[src/rtl/mul_seq.sv]
// Iterative shift-add 64-bit RV64M multiplier: one partial-product step per cycle
// through a single shared ripple adder, with optional two's-complement correction.

module add (
   input  logic [63:0] in_a,
   input  logic [63:0] in_b,
   input  logic        in_c,
   input  logic        alu_32,
   output logic [63:0] out_s,
   output logic        out_c
);

   logic [64:0] w_sum;

   assign w_sum = {1'b0, in_a} + {1'b0, in_b} + {64'd0, in_c};
   assign out_s = alu_32 ? {{32{w_sum[31]}}, w_sum[31:0]} : w_sum[63:0];
   assign out_c = w_sum[64];

endmodule

module mul_seq (
   input  logic        clk,
   input  logic        rst,
   input  logic        mul_valid,
   output logic        mul_ready,
   input  logic [1:0]  mul_op,
   input  logic        mul_32,
   input  logic [63:0] src1,
   input  logic [63:0] src2,
   input  logic        flush,
   output logic        out_valid,
   input  logic        out_ready,
   output logic [63:0] result
);

   typedef enum logic [2:0] {
      S_IDLE, S_PREP, S_ITER, S_NEGL, S_NEGH, S_DONE
   } state_t;

   state_t      r_state;
   logic [63:0] r_hi;
   logic [63:0] r_lo;
   logic [63:0] r_mcand;
   logic [63:0] r_mplier;
   logic [6:0]  r_cnt;
   logic [1:0]  r_op;
   logic        r_w32;
   logic        r_neg;
   logic        r_carry;
   logic        r_outValid;
   logic [63:0] r_result;

   logic [63:0] w_addA;
   logic [63:0] w_addB;
   logic        w_addC;
   logic [63:0] w_sum;
   logic        w_carry;
   logic        w_sign1;
   logic        w_sign2;
   logic [63:0] w_mag1;
   logic [63:0] w_mag2;
   logic [63:0] w_iterHi;
   logic [63:0] w_iterLo;

   add u_add (
      .in_a   (w_addA),
      .in_b   (w_addB),
      .in_c   (w_addC),
      .alu_32 (1'b0),
      .out_s  (w_sum),
      .out_c  (w_carry)
   );

   // After 32 steps the MULW product sits in the upper half of lo.
   function automatic logic [63:0] selResult(input logic [63:0] hi, input logic [63:0] lo,
                                             input logic [1:0] op, input logic w32);
      if (w32)
         return {{32{lo[63]}}, lo[63:32]};
      else if (op == 2'b00)
         return lo;
      else
         return hi;
   endfunction

   assign w_sign1 = !r_w32 && (r_op == 2'b01 || r_op == 2'b10) && r_mcand[63];
   assign w_sign2 = !r_w32 && (r_op == 2'b01) && r_mplier[63];
   assign w_mag1  = r_w32 ? {32'd0, r_mcand[31:0]}
                          : (w_sign1 ? (~r_mcand + 64'd1) : r_mcand);
   assign w_mag2  = r_w32 ? {32'd0, r_mplier[31:0]}
                          : (w_sign2 ? (~r_mplier + 64'd1) : r_mplier);

   assign w_iterHi = {w_carry, w_sum[63:1]};
   assign w_iterLo = {w_sum[0], r_lo[63:1]};

   always_comb begin
      w_addA = 64'd0;
      w_addB = 64'd0;
      w_addC = 1'b0;
      case (r_state)
         S_ITER: begin
            w_addA = r_hi;
            w_addB = r_mplier[0] ? r_mcand : 64'd0;
         end
         S_NEGL: begin
            w_addA = ~r_lo;
            w_addC = 1'b1;
         end
         S_NEGH: begin
            w_addA = ~r_hi;
            w_addC = r_carry;
         end
         default: ;
      endcase
   end

   // Flush outranks every handshake and wipes the accumulator.
   always_ff @(posedge clk) begin
      if (rst) begin
         r_state    <= S_IDLE;
         r_hi       <= 64'd0;
         r_lo       <= 64'd0;
         r_mcand    <= 64'd0;
         r_mplier   <= 64'd0;
         r_cnt      <= 7'd0;
         r_op       <= 2'd0;
         r_w32      <= 1'b0;
         r_neg      <= 1'b0;
         r_carry    <= 1'b0;
         r_outValid <= 1'b0;
         r_result   <= 64'd0;
      end else if (flush) begin
         r_state    <= S_IDLE;
         r_hi       <= 64'd0;
         r_lo       <= 64'd0;
         r_cnt      <= 7'd0;
         r_neg      <= 1'b0;
         r_carry    <= 1'b0;
         r_outValid <= 1'b0;
      end else begin
         case (r_state)
            S_IDLE: begin
               if (mul_valid) begin
                  r_mcand  <= src1;
                  r_mplier <= src2;
                  r_op     <= mul_op;
                  r_w32    <= mul_32;
                  r_state  <= S_PREP;
               end
            end
            S_PREP: begin
               r_mcand  <= w_mag1;
               r_mplier <= w_mag2;
               r_neg    <= w_sign1 ^ w_sign2;
               r_hi     <= 64'd0;
               r_lo     <= 64'd0;
               r_cnt    <= r_w32 ? 7'd32 : 7'd64;
               r_state  <= S_ITER;
            end
            S_ITER: begin
               r_hi     <= w_iterHi;
               r_lo     <= w_iterLo;
               r_mplier <= {1'b0, r_mplier[63:1]};
               r_cnt    <= r_cnt - 7'd1;
               if (r_cnt == 7'd1) begin
                  if (r_neg) begin
                     r_state <= S_NEGL;
                  end else begin
                     r_state    <= S_DONE;
                     r_outValid <= 1'b1;
                     r_result   <= selResult(w_iterHi, w_iterLo, r_op, r_w32);
                  end
               end
            end
            S_NEGL: begin
               r_lo    <= w_sum;
               r_carry <= w_carry;
               r_state <= S_NEGH;
            end
            S_NEGH: begin
               r_hi       <= w_sum;
               r_state    <= S_DONE;
               r_outValid <= 1'b1;
               r_result   <= selResult(w_sum, r_lo, r_op, r_w32);
            end
            S_DONE: begin
               if (out_ready) begin
                  r_state    <= S_IDLE;
                  r_outValid <= 1'b0;
               end
            end
            default: r_state <= S_IDLE;
         endcase
      end
   end

   assign mul_ready = (r_state == S_IDLE) && !rst;
   assign out_valid = r_outValid;
   assign result    = r_result;

endmodule

[config.mk]
export PLATFORM = sky130hd
export DESIGN_NAME = mul_seq
export DESIGN_NICKNAME = d
export VERILOG_FILES = /design/src/rtl/mul_seq.sv
export SDC_FILE = /design/constraint.sdc
export NUM_CORES = 1
export LEC_CHECK = 0
export ABC_AREA = 0
export BUFFER_PORTS_ARGS = -buffer_cell sky130_fd_sc_hd__buf_2
export CORE_ASPECT_RATIO = 1.5
export CORE_UTILIZATION = 50
export CTS_CLUSTER_DIAMETER = 50
export CTS_CLUSTER_SIZE = 10
export DETAILED_ROUTE_END_ITERATION = 10
export PLACE_DENSITY_LB_ADDON = 0.1
export SYNTH_ARGS = -nofsm -noshare
export SYNTH_HDL_FRONTEND = slang
export SYNTH_SLANG_ARGS = --single-unit
[constraint.sdc]
create_clock -name clk -period 7.7 [get_ports clk]
set_input_delay 0 -clock clk [delete_from_list [all_inputs] [get_ports clk]]
set_output_delay 0 -clock clk [all_outputs]
set_load 0.005 [all_outputs]
# ---- Yosys cells after proc, flatten, opt, wreduce, memory -nomap -nowiden
# Index checks and enable logic that the tools add are counted.
# Widths: inputs -> output; s select.
dict set report op_classes {
  addsub 5
  n_bitwise 6
  n_reduce_logical 26
  n_mux 32
  eq_ne 17
}
# operator n
set op_table {}
lappend op_table {{$mux 64} 14}
lappend op_table {{$pmux 64 s3} 4}
lappend op_table {{$not 64->64} 4}
lappend op_table {{$pmux 64 s2} 2}
lappend op_table {{$add 64x1->64 const B} 2}
lappend op_table {{$add 64x64->65} 1}
lappend op_table {{$add 65x1->65} 1}
lappend op_table {{$pmux 3 s6} 1}
lappend op_table {{$reduce_and 4->1} 4}
lappend op_table {{$ne 2x2->1 const B} 7}
lappend op_table {{$pmux 7 s2} 1}
lappend op_table {{$mux 3} 4}
lappend op_table {{$reduce_bool 3->1} 4}
lappend op_table {{$reduce_and 5->1} 2}
lappend op_table {{$eq 7x1->1 const B} 1}
lappend op_table {{$mux 7} 1}
lappend op_table {{$sub 7x1->7 const B} 1}
lappend op_table {{$eq 3x2->1 const B} 2}
lappend op_table {{$eq 3x3->1 const B} 2}
lappend op_table {{$ne 3x3->1 const B} 2}
lappend op_table {{$reduce_and 3->1} 2}
lappend op_table {{$reduce_bool 2->1} 3}
lappend op_table {{$logic_and 1x1->1} 5}
lappend op_table {{$eq 3x1->1 const B} 1}
lappend op_table {{other kinds (12)} 15}
dict set report totals {
  elab_cells 100
  in_bits 136
  register_bits 336
}

# ---- Logic depth before layout (Yosys ltp)
# Gate-level depths: netlist of run 1.
dict set report logic_depth {
  word_depth 9
  ltp_mapped 22
}

# ---- Cells and area by module
# Synthesis of run 1 repeated with hierarchy kept, for this count alone.
dict set report unflattened {
  cells_unflattened 3831
  hier_area_um2 26452.9
}
# mod n_inst area_per_inst_um2 cells_each seq_area_each_um2
set by_module_without_submodules {}
lappend by_module_without_submodules {mul_seq 1 22238.8 3204 6726.5}
lappend by_module_without_submodules {add 1 4214.0 627 0.0}

# ---- Worst setup path after synthesis of run 1
# Ideal clock, no wire load.
dict set report synth_path {
  path_kind {register to register}
  from {register r_state[1]}
  to {register r_hi[62]}
  t_arrival_ns 5.519
  slack_ns 2.093
  required_time_ns 7.612
  n_path_buf 5
  period_less_slack_ns 5.607
  stages_incl_launch_ff 23
  path_cell_list {dfxtp_1 clkbuf_1 nand2_1 clkbuf_1 nor2_1 clkbuf_1 clkbuf_1 clkbuf_1 nand3_1 fa_1 inv_1 fa_1 a21o_1 a221oi_2 or4b_4 a2111oi_4 o21ai_2 o41a_4 o31a_1 o31ai_4 xor2_2 o221ai_2 a311oi_2}
}
dict set report synth_via {
  elab_chain_cells 5
  word_cells_on_any_way 11
}
# item line
set synth_lines {}
lappend synth_lines {{start, declared} 40} ;# state_t r_state;
lappend synth_lines {{start signal, assigned} 119} ;# r_state <= S_IDLE;
lappend synth_lines {{start signal, assigned} 132} ;# r_state <= S_IDLE;
lappend synth_lines {{start signal, assigned} 147} ;# r_state <= S_PREP;
lappend synth_lines {{$eq 3x3->1 (tied with other cells)} {99, 140}}
lappend synth_lines {{$pmux 64 s3 or $mux 64 (tied branches)} 99} ;# case (r_state)
lappend synth_lines {{$add 64x64->65} 15} ;# assign w_sum = {1'b0, in_a} + {1'b0, in_b} + {64'd0, in_c};
lappend synth_lines {{$add 65x1->65} 15}
lappend synth_lines {{$pmux 64 s3} 140} ;# case (r_state)
lappend synth_lines {{end signal, assigned} 160} ;# r_hi <= w_iterHi;
lappend synth_lines {{end signal, assigned} 180} ;# r_hi <= w_sum;
lappend synth_lines {{end, declared} 41} ;# logic [63:0] r_hi;
# Parallel ways exist; a longest one is shown, timed or not.
# A chain may end at the register's enable or synchronous reset.

# ---- Worst setup path in the final report of run 1
dict set report layout_path {
  from {register r_state[1]}
  to {register r_result[61], in the netlist result[61]}
}
dict set report layout_via {
  elab_chain_cells 9
  word_cells_on_any_way 19
}
# item line
set layout_lines {}
lappend layout_lines {{$eq 3x3->1 (tied with other cells)} {99, 140}}
lappend layout_lines {{$pmux 64 s3 or $mux 64 (tied branches)} 99}
lappend layout_lines {{$add 64x64->65} 15}
lappend layout_lines {{$add 65x1->65} 15}
lappend layout_lines {{$mux 64} 79} ;# else if (op == 2'b00)
lappend layout_lines {{$mux 64} 77} ;# if (w32)
lappend layout_lines {{$mux 64} 165} ;# if (r_neg) begin
lappend layout_lines {{$mux 64} 164} ;# if (r_cnt == 7'd1) begin
lappend layout_lines {{$pmux 64 s2} 140}
lappend layout_lines {{end signal, assigned} 170} ;# r_result <= selResult(w_iterHi, w_iterLo, r_op, r_w32);
lappend layout_lines {{end signal, assigned} 183} ;# r_result <= selResult(w_sum, r_lo, r_op, r_w32);
lappend layout_lines {{end, declared} 51} ;# logic [63:0] r_result;
# Parallel ways exist; a longest one is shown, timed or not. The select of a mux whose other input is x is not followed.

==> run metrics, run 1 <==
status complete, no violations; worst-path fanout max about 80; clock slew at reported path FFs about 0.06 ns; Finished Layout Cells around 4,200; CTS tree yes; Inst Count DP between 3,000 and 4,000; Setup Buffers After CTS 0; # setup viols final 0; WL/cell between 20 and 25 microns; VDD IR max around 180 uV; Sum Neg Setup Slack 0 ns; starting density of the core 0.507; Unique masters post-synth 90; CTS root buf clkbuf_16; standard-cell rows between 90 and 100; Worst Hold Class primary input to register; clk sinks 336; Pre-Repair DR Iteration Count 7; Final #Nets approximately 3,800; Placeable Area 47,700 sq um; Post-DP HPWL 67,500 microns; die height 271 microns; Primary FF master, synth dfxtp_1; worst skew pair latency 0.59 ns; global-route wire length before repair about 150,000 microns; number of diodes 0; initial antenna violation count 2; Post-Syn Nets approximately 3,600; yosys warns 0; Vias 27,800; pwr dens approximately 170 nW/um^2; fraction of registers with async set or reset after synthesis 0; DR iter-0 viols ~2,800; WHS between 0.09 and 0.1 ns; max-cap violation count 0; CP Class register to register; total grt overflow 0; dpl cell area roughly 25,000 sq um; vias per cell 6.66; unrepaired setup endpoints after global routing no; fill count between 4,000 and 5,000; htree depth 2; Final WS setup roughly 1.6 ns; relative slew slack 0.138; syn avg cell area 7.09 sq um; GRT Total Usage 0.379; Worst-Margin Slew around 1.3 ns; CP Data Arrival Time around 6.6 ns; PortBufs about 200; final period utilization 0.798; DRC Markers 0; routability cong. 0.991; post-synthesis sequential area ratio 0.278; Final Hold Fails 0; startpoint types register; Post-CTS Hold Buffers between 100 and 150; minimum clock period after layout 6.15 ns; synthesis-to-layout area growth 15.6%; f_max ~160 MHz; DRT antenna net count 0; Pleak 11.2 nW; Final Skew between 0.04 and 0.05 ns; register bit total from synthesis 336; most frequent cells in the layout nor2_1 (481), a21oi_1 (354), dfxtp_1 (334); Max Transition Viols Final 0; Die Wd ~180 microns; Place WS about 1.7 ns; Post-Syn Area between 20,000 and 25,000 sq um; critical path data required time approximately 8.1 ns; die area 49,300 sq um; vias in the first global route around 26,000; Post-synth EDFFs 0; CTS buffer count 42; clk buf depth 3; final instance area 27,900 sq um; io pins between 200 and 250; largest net degree at the start of global routing between 100 and 150; commonest non-fill, non-tap cell in the layout nor2_1; layout cell share with drive strength beyond 1 0.106; Post-CTS Resized 0; Setup crit end kind register; cells after synthesis roughly 3,400; drt total wl roughly 96,000 microns
==> through the flow <==
stage | total power [mW] | util
2_1_floorplan | 2.56 | -
3_3_place_gp | 2.84 | 0.532
3_5_place_dp | 2.86 | 0.532
4_1_cts | 4.75 | 0.586
5_1_grt | 4.93 | 0.586
6_report | 4.76 | 0.586
==> power breakdown <==
part           internal (mW)  total [mW]  switching [mW]
clock                   1.05        1.86           0.803
combinational          0.360       0.995           0.635
sequential              1.81        1.91          0.0981
total                   3.23        4.76            1.54
==> area by class of cell <==
type | count | area, sq um | area share
multi-input cells | 2728 | 16200 | 0.581
flip-flops and latches | 336 | 6730 | 0.241
repair buffers | 389 | 2760 | 0.0987
clock buffers | 48 | 1110 | 0.0399
well taps | 600 | 751 | 0.0269
inverters | 66 | 248 | 0.00887
clock inverters | 9 | 96.3 | 0.00345
==> worst max-delay path, cell delays in order, from the launching register on <==
cell      delay, ns
dfxtp_1        0.87
nand2_2        0.56
nor2_4         0.22
buf_4          0.68
and3_1         0.28
ha_1           0.30
a21o_1         0.21
a31oi_1        0.23
a211oi_1       0.17
o211a_1        0.25
o21ai_0        0.69
o211ai_1       0.46
o21ai_0        0.40
xnor2_1        0.24
a22oi_1        0.28
a21oi_1        0.10
==> cell families after synthesis <==
group,count (synthesis),share of synthesized area
compound gates,1264,0.335
simple gates,1232,0.231
buf+inv,346,0.0541
flops,336,0.278
mux,86,0.0362
xor+xnor,75,0.0275
fa+ha+maj,71,0.0374
==> Yosys cell counts, drive strengths merged, types with 41 or more instances <==
| master | number | share of area |
|---|---|---|
| nor3 | 142 | 0.030 |
| nand3 | 41 | 0.0087 |
| ha | 69 | 0.036 |
| nor2 | 488 | 0.076 |
| dfxtp | 336 | 0.28 |
| a21o | 48 | 0.015 |
| o21ai | 318 | 0.066 |
| a211oi | 56 | 0.017 |
| xor2 | 43 | 0.016 |
| clkbuf | 252 | 0.039 |
| a22oi | 69 | 0.021 |
| and3 | 78 | 0.020 |
| nand2 | 316 | 0.049 |
| a21oi | 355 | 0.073 |
| mux2i | 75 | 0.031 |
| inv | 64 | 0.0099 |
| a221oi | 46 | 0.017 |
| o22ai | 82 | 0.021 |
==> registers in the layout, summed over array words and instances (netlist names), 2 cells and up <==
name      count
r_cnt         7
r_hi         64
r_lo         64
r_mcand      64
r_mplier     64
r_op          2
r_state       3
result       64
==> final timing paths <==
path              depth (start not counted)          to        from  slack, ns
hold / removal                            5  r_state[2]   mul_valid       0.09
setup / recovery                         15  result[61]  r_state[1]       1.55
setup reg to reg                         15  result[61]  r_state[1]       1.55
hold reg to reg                           2   result[2]   result[2]       0.45
==> per-layer routing <==
metal  vias up  wire, microns  part of all wire  global-route usage
met5         -              0                 0                   0
li1      12900              -                 -                   -
met1     13000          37800              0.39               0.463
met2      1520          44300              0.46               0.624
met3       333           7280             0.076              0.0498
met4         0           6850             0.071               0.248
Note: power is estimated with default switching activity, not from simulation.
==> inputs of run 2 (changes only) <==
- clock period: 7.7 -> 5.5 ns (I/O delays scaled with it)
==> run 2 against run 1 <==
  * Via count increased by 0.93%
  * Final cell count increased by 1.0%
  * First-iteration DRC count decreased by 2.1%
  * Critical path depth increased by 1
  * Combinational power increased by 42%
  * Clock skew decreased by 0.017 ns
  * Sequential share of layout area decreased by 0.40 points
  * Non-clock buffer count increased by 34
  * Routed wire length increased by 2.5%
  * Maximum frequency increased by 18%
  * Core utilization increased by 0.98 points
  * Largest cell class unchanged
==> run metrics, run 2 (synthesis results as in run 1) <==
status complete, no violations (unchanged); Max Transition Viols Final 0 (unchanged); Placeable Area 47,700 sq um (unchanged); # setup viols final 0 (unchanged); unrepaired setup endpoints after global routing no (unchanged); CP Class register to register (unchanged); clk buf depth 3 (unchanged); CTS root buf clkbuf_16 (unchanged); DR iter-0 viols 2,761 (was 2,820); max-cap violation count 0 (unchanged); VDD IR max 237 uV (was 183 uV); Final Skew 0.0272 ns (was 0.0444 ns); most frequent cells in the layout nor2_1 (481), a21oi_1 (354), dfxtp_1 (334) (unchanged); final period utilization 0.944 (was 0.798); CTS tree yes (unchanged); Vias 28,100 (was 27,800); layout cell share with drive strength beyond 1 0.116 (was 0.106); fill count 4,429 (was 4,567); Sum Neg Setup Slack 0 ns (unchanged); initial antenna violation count 0 (was 2); Pleak 11.5 nW (was 11.2 nW); CP max stage delay 0.58 ns (was 0.87 ns); clk sinks 336 (unchanged); largest net degree at the start of global routing 80 (was 104); f_max 193 MHz (was 163 MHz); Register Area 6730 sq um (unchanged); commonest non-fill, non-tap cell in the layout nor2_1 (unchanged); PortBufs 201 (unchanged); DRT antenna net count 0 (unchanged); Post-DP HPWL 70,200 microns (was 67,500 microns); die area 49,300 sq um (unchanged); io pins 202 (unchanged); WL/cell 23.4 microns (was 23.1 microns); htree depth 2 (unchanged); Setup Buffers After CTS 0 (unchanged); GRT Total Usage 0.387 (was 0.379); starting density of the core 0.507 (unchanged); global-route wire length before repair 151,000 microns (was 148,000 microns); worst-path fanout max 30 (was 81); total grt overflow 0 (unchanged); CP max stage cell dfxtp_4 (was dfxtp_1); synthesis-to-layout area growth 17.5% (was 15.6%); Die Wd 182 microns (unchanged); CTS buffer count 44 (was 42); drt total wl 98,700 microns (was 96,300 microns); WHS 0.0891 ns (was 0.0908 ns); Final #Nets 3,806 (was 3,770); Setup crit end kind register (unchanged); pwr dens 242 nW/um^2 (was 170 nW/um^2); number of diodes 0 (unchanged); minimum clock period after layout 5.19 ns (was 6.15 ns); Worst-Margin Slew 1.34 ns (was 1.29 ns); Finished Layout Cells 4,218 (was 4,176); worst skew pair latency 0.57 ns (was 0.59 ns); Inst Count DP 4,020 (was 3,985); CP Data Arrival Time 5.65 ns (was 6.57 ns); standard-cell rows 98 (unchanged); routability cong. 0.988 (was 0.991); clock slew at reported path FFs 0.06 ns (about the same); die height 271 microns (unchanged); vias in the first global route 26,500 (was 26,200); Pre-Repair DR Iteration Count 6 (was 7); overall power 6.89 mW (was 4.76 mW); relative slew slack 0.104 (was 0.138); Final Hold Fails 0 (unchanged); DRC Markers 0 (unchanged); reg2reg setup slack 0.31 ns (was 1.55 ns); Worst Hold Class primary input to register (unchanged); Cell Chain, Critical Path nor2_1, nand2_4, buf_12, o22ai_1, ha_1, a21o_1, a21o_1, a21oi_1, or3b_2, or2_2, o31ai_1, nor2b_1, a21oi_1, xor2_1, o221ai_1, o211a_1 (was nand2_2, nor2_4, buf_4, and3_1, ha_1, a21o_1, a31oi_1, a211oi_1, o211a_1, o21ai_0, o211ai_1, o21ai_0, xnor2_1, a22oi_1, a21oi_1); multi-input gate area in the final layout 16,200 sq um (unchanged); critical path data required time 5.96 ns (was 8.12 ns); startpoint types register (unchanged); vias per cell 6.65 (was 6.66); CP top delay family compound AO/OA/AOI/OAI gates (unchanged); Buf/Inv on CP 1 (unchanged)
## run 2: path summary, 6_finish.rpt
path / startpoint / endpoint / cells after the start
setup / recovery: r_state[0] / result[56] / 16
setup reg to reg: r_state[0] / result[56] / 16
hold reg to reg: result[44] / result[44] / 2
hold / removal: flush / result[46] / 4
## run 2: area by class of cell
class,instances,share of cell area
tap,600,0.0264
multi-input combinational,2728,0.572
sequential,336,0.237
timing repair buffer,423,0.109
clock inverter,12,0.00537
inverter,66,0.00872
clock buffer,53,0.0417
## run 2: metal layers
metal / up-vias / part of all wire / global-route usage
li1: 13000 / - / -
met1: 13200 / 0.39 / 0.467
met2: 1568 / 0.46 / 0.649
met3: 300 / 0.078 / 0.0468
met4: 0 / 0.069 / 0.253
met5: - / 0 / 0
## run 2: metrics by stage
| stage | util | setup WS [ns] | instance area (sq um) |
|---|---|---|---|
| 2_1_floorplan | - | 0.0586 | 24200 |
| 3_3_place_gp | 0.540 | 0.540 | 25700 |
| 3_5_place_dp | 0.540 | 0.460 | 25700 |
| 4_1_cts | 0.596 | 0.447 | 28400 |
| 5_1_grt | 0.596 | 0.132 | 28400 |
| 6_report | 0.596 | 0.307 | 28400 |
## run 2: tightest hold or removal path, delay by kind of cell
kind	cells	cell delay [ns]
AOI/OAI and AO/OA	1	0.16
and+or+nand+nor	2	0.20
buffers and inverters	1	0.25
## run 2: timing repair
item,CTS,global route
hold buffers,133,0
gates resized for setup,0,0
hold endpoints to repair,159,0
## run 2: power breakdown
group          total (mW)  internal, mW  switching [mW]  leakage, nW
Clock                2.79          1.62            1.18        0.653
Combinational        1.41         0.518           0.894         8.12
Sequential           2.68          2.54           0.142         2.73
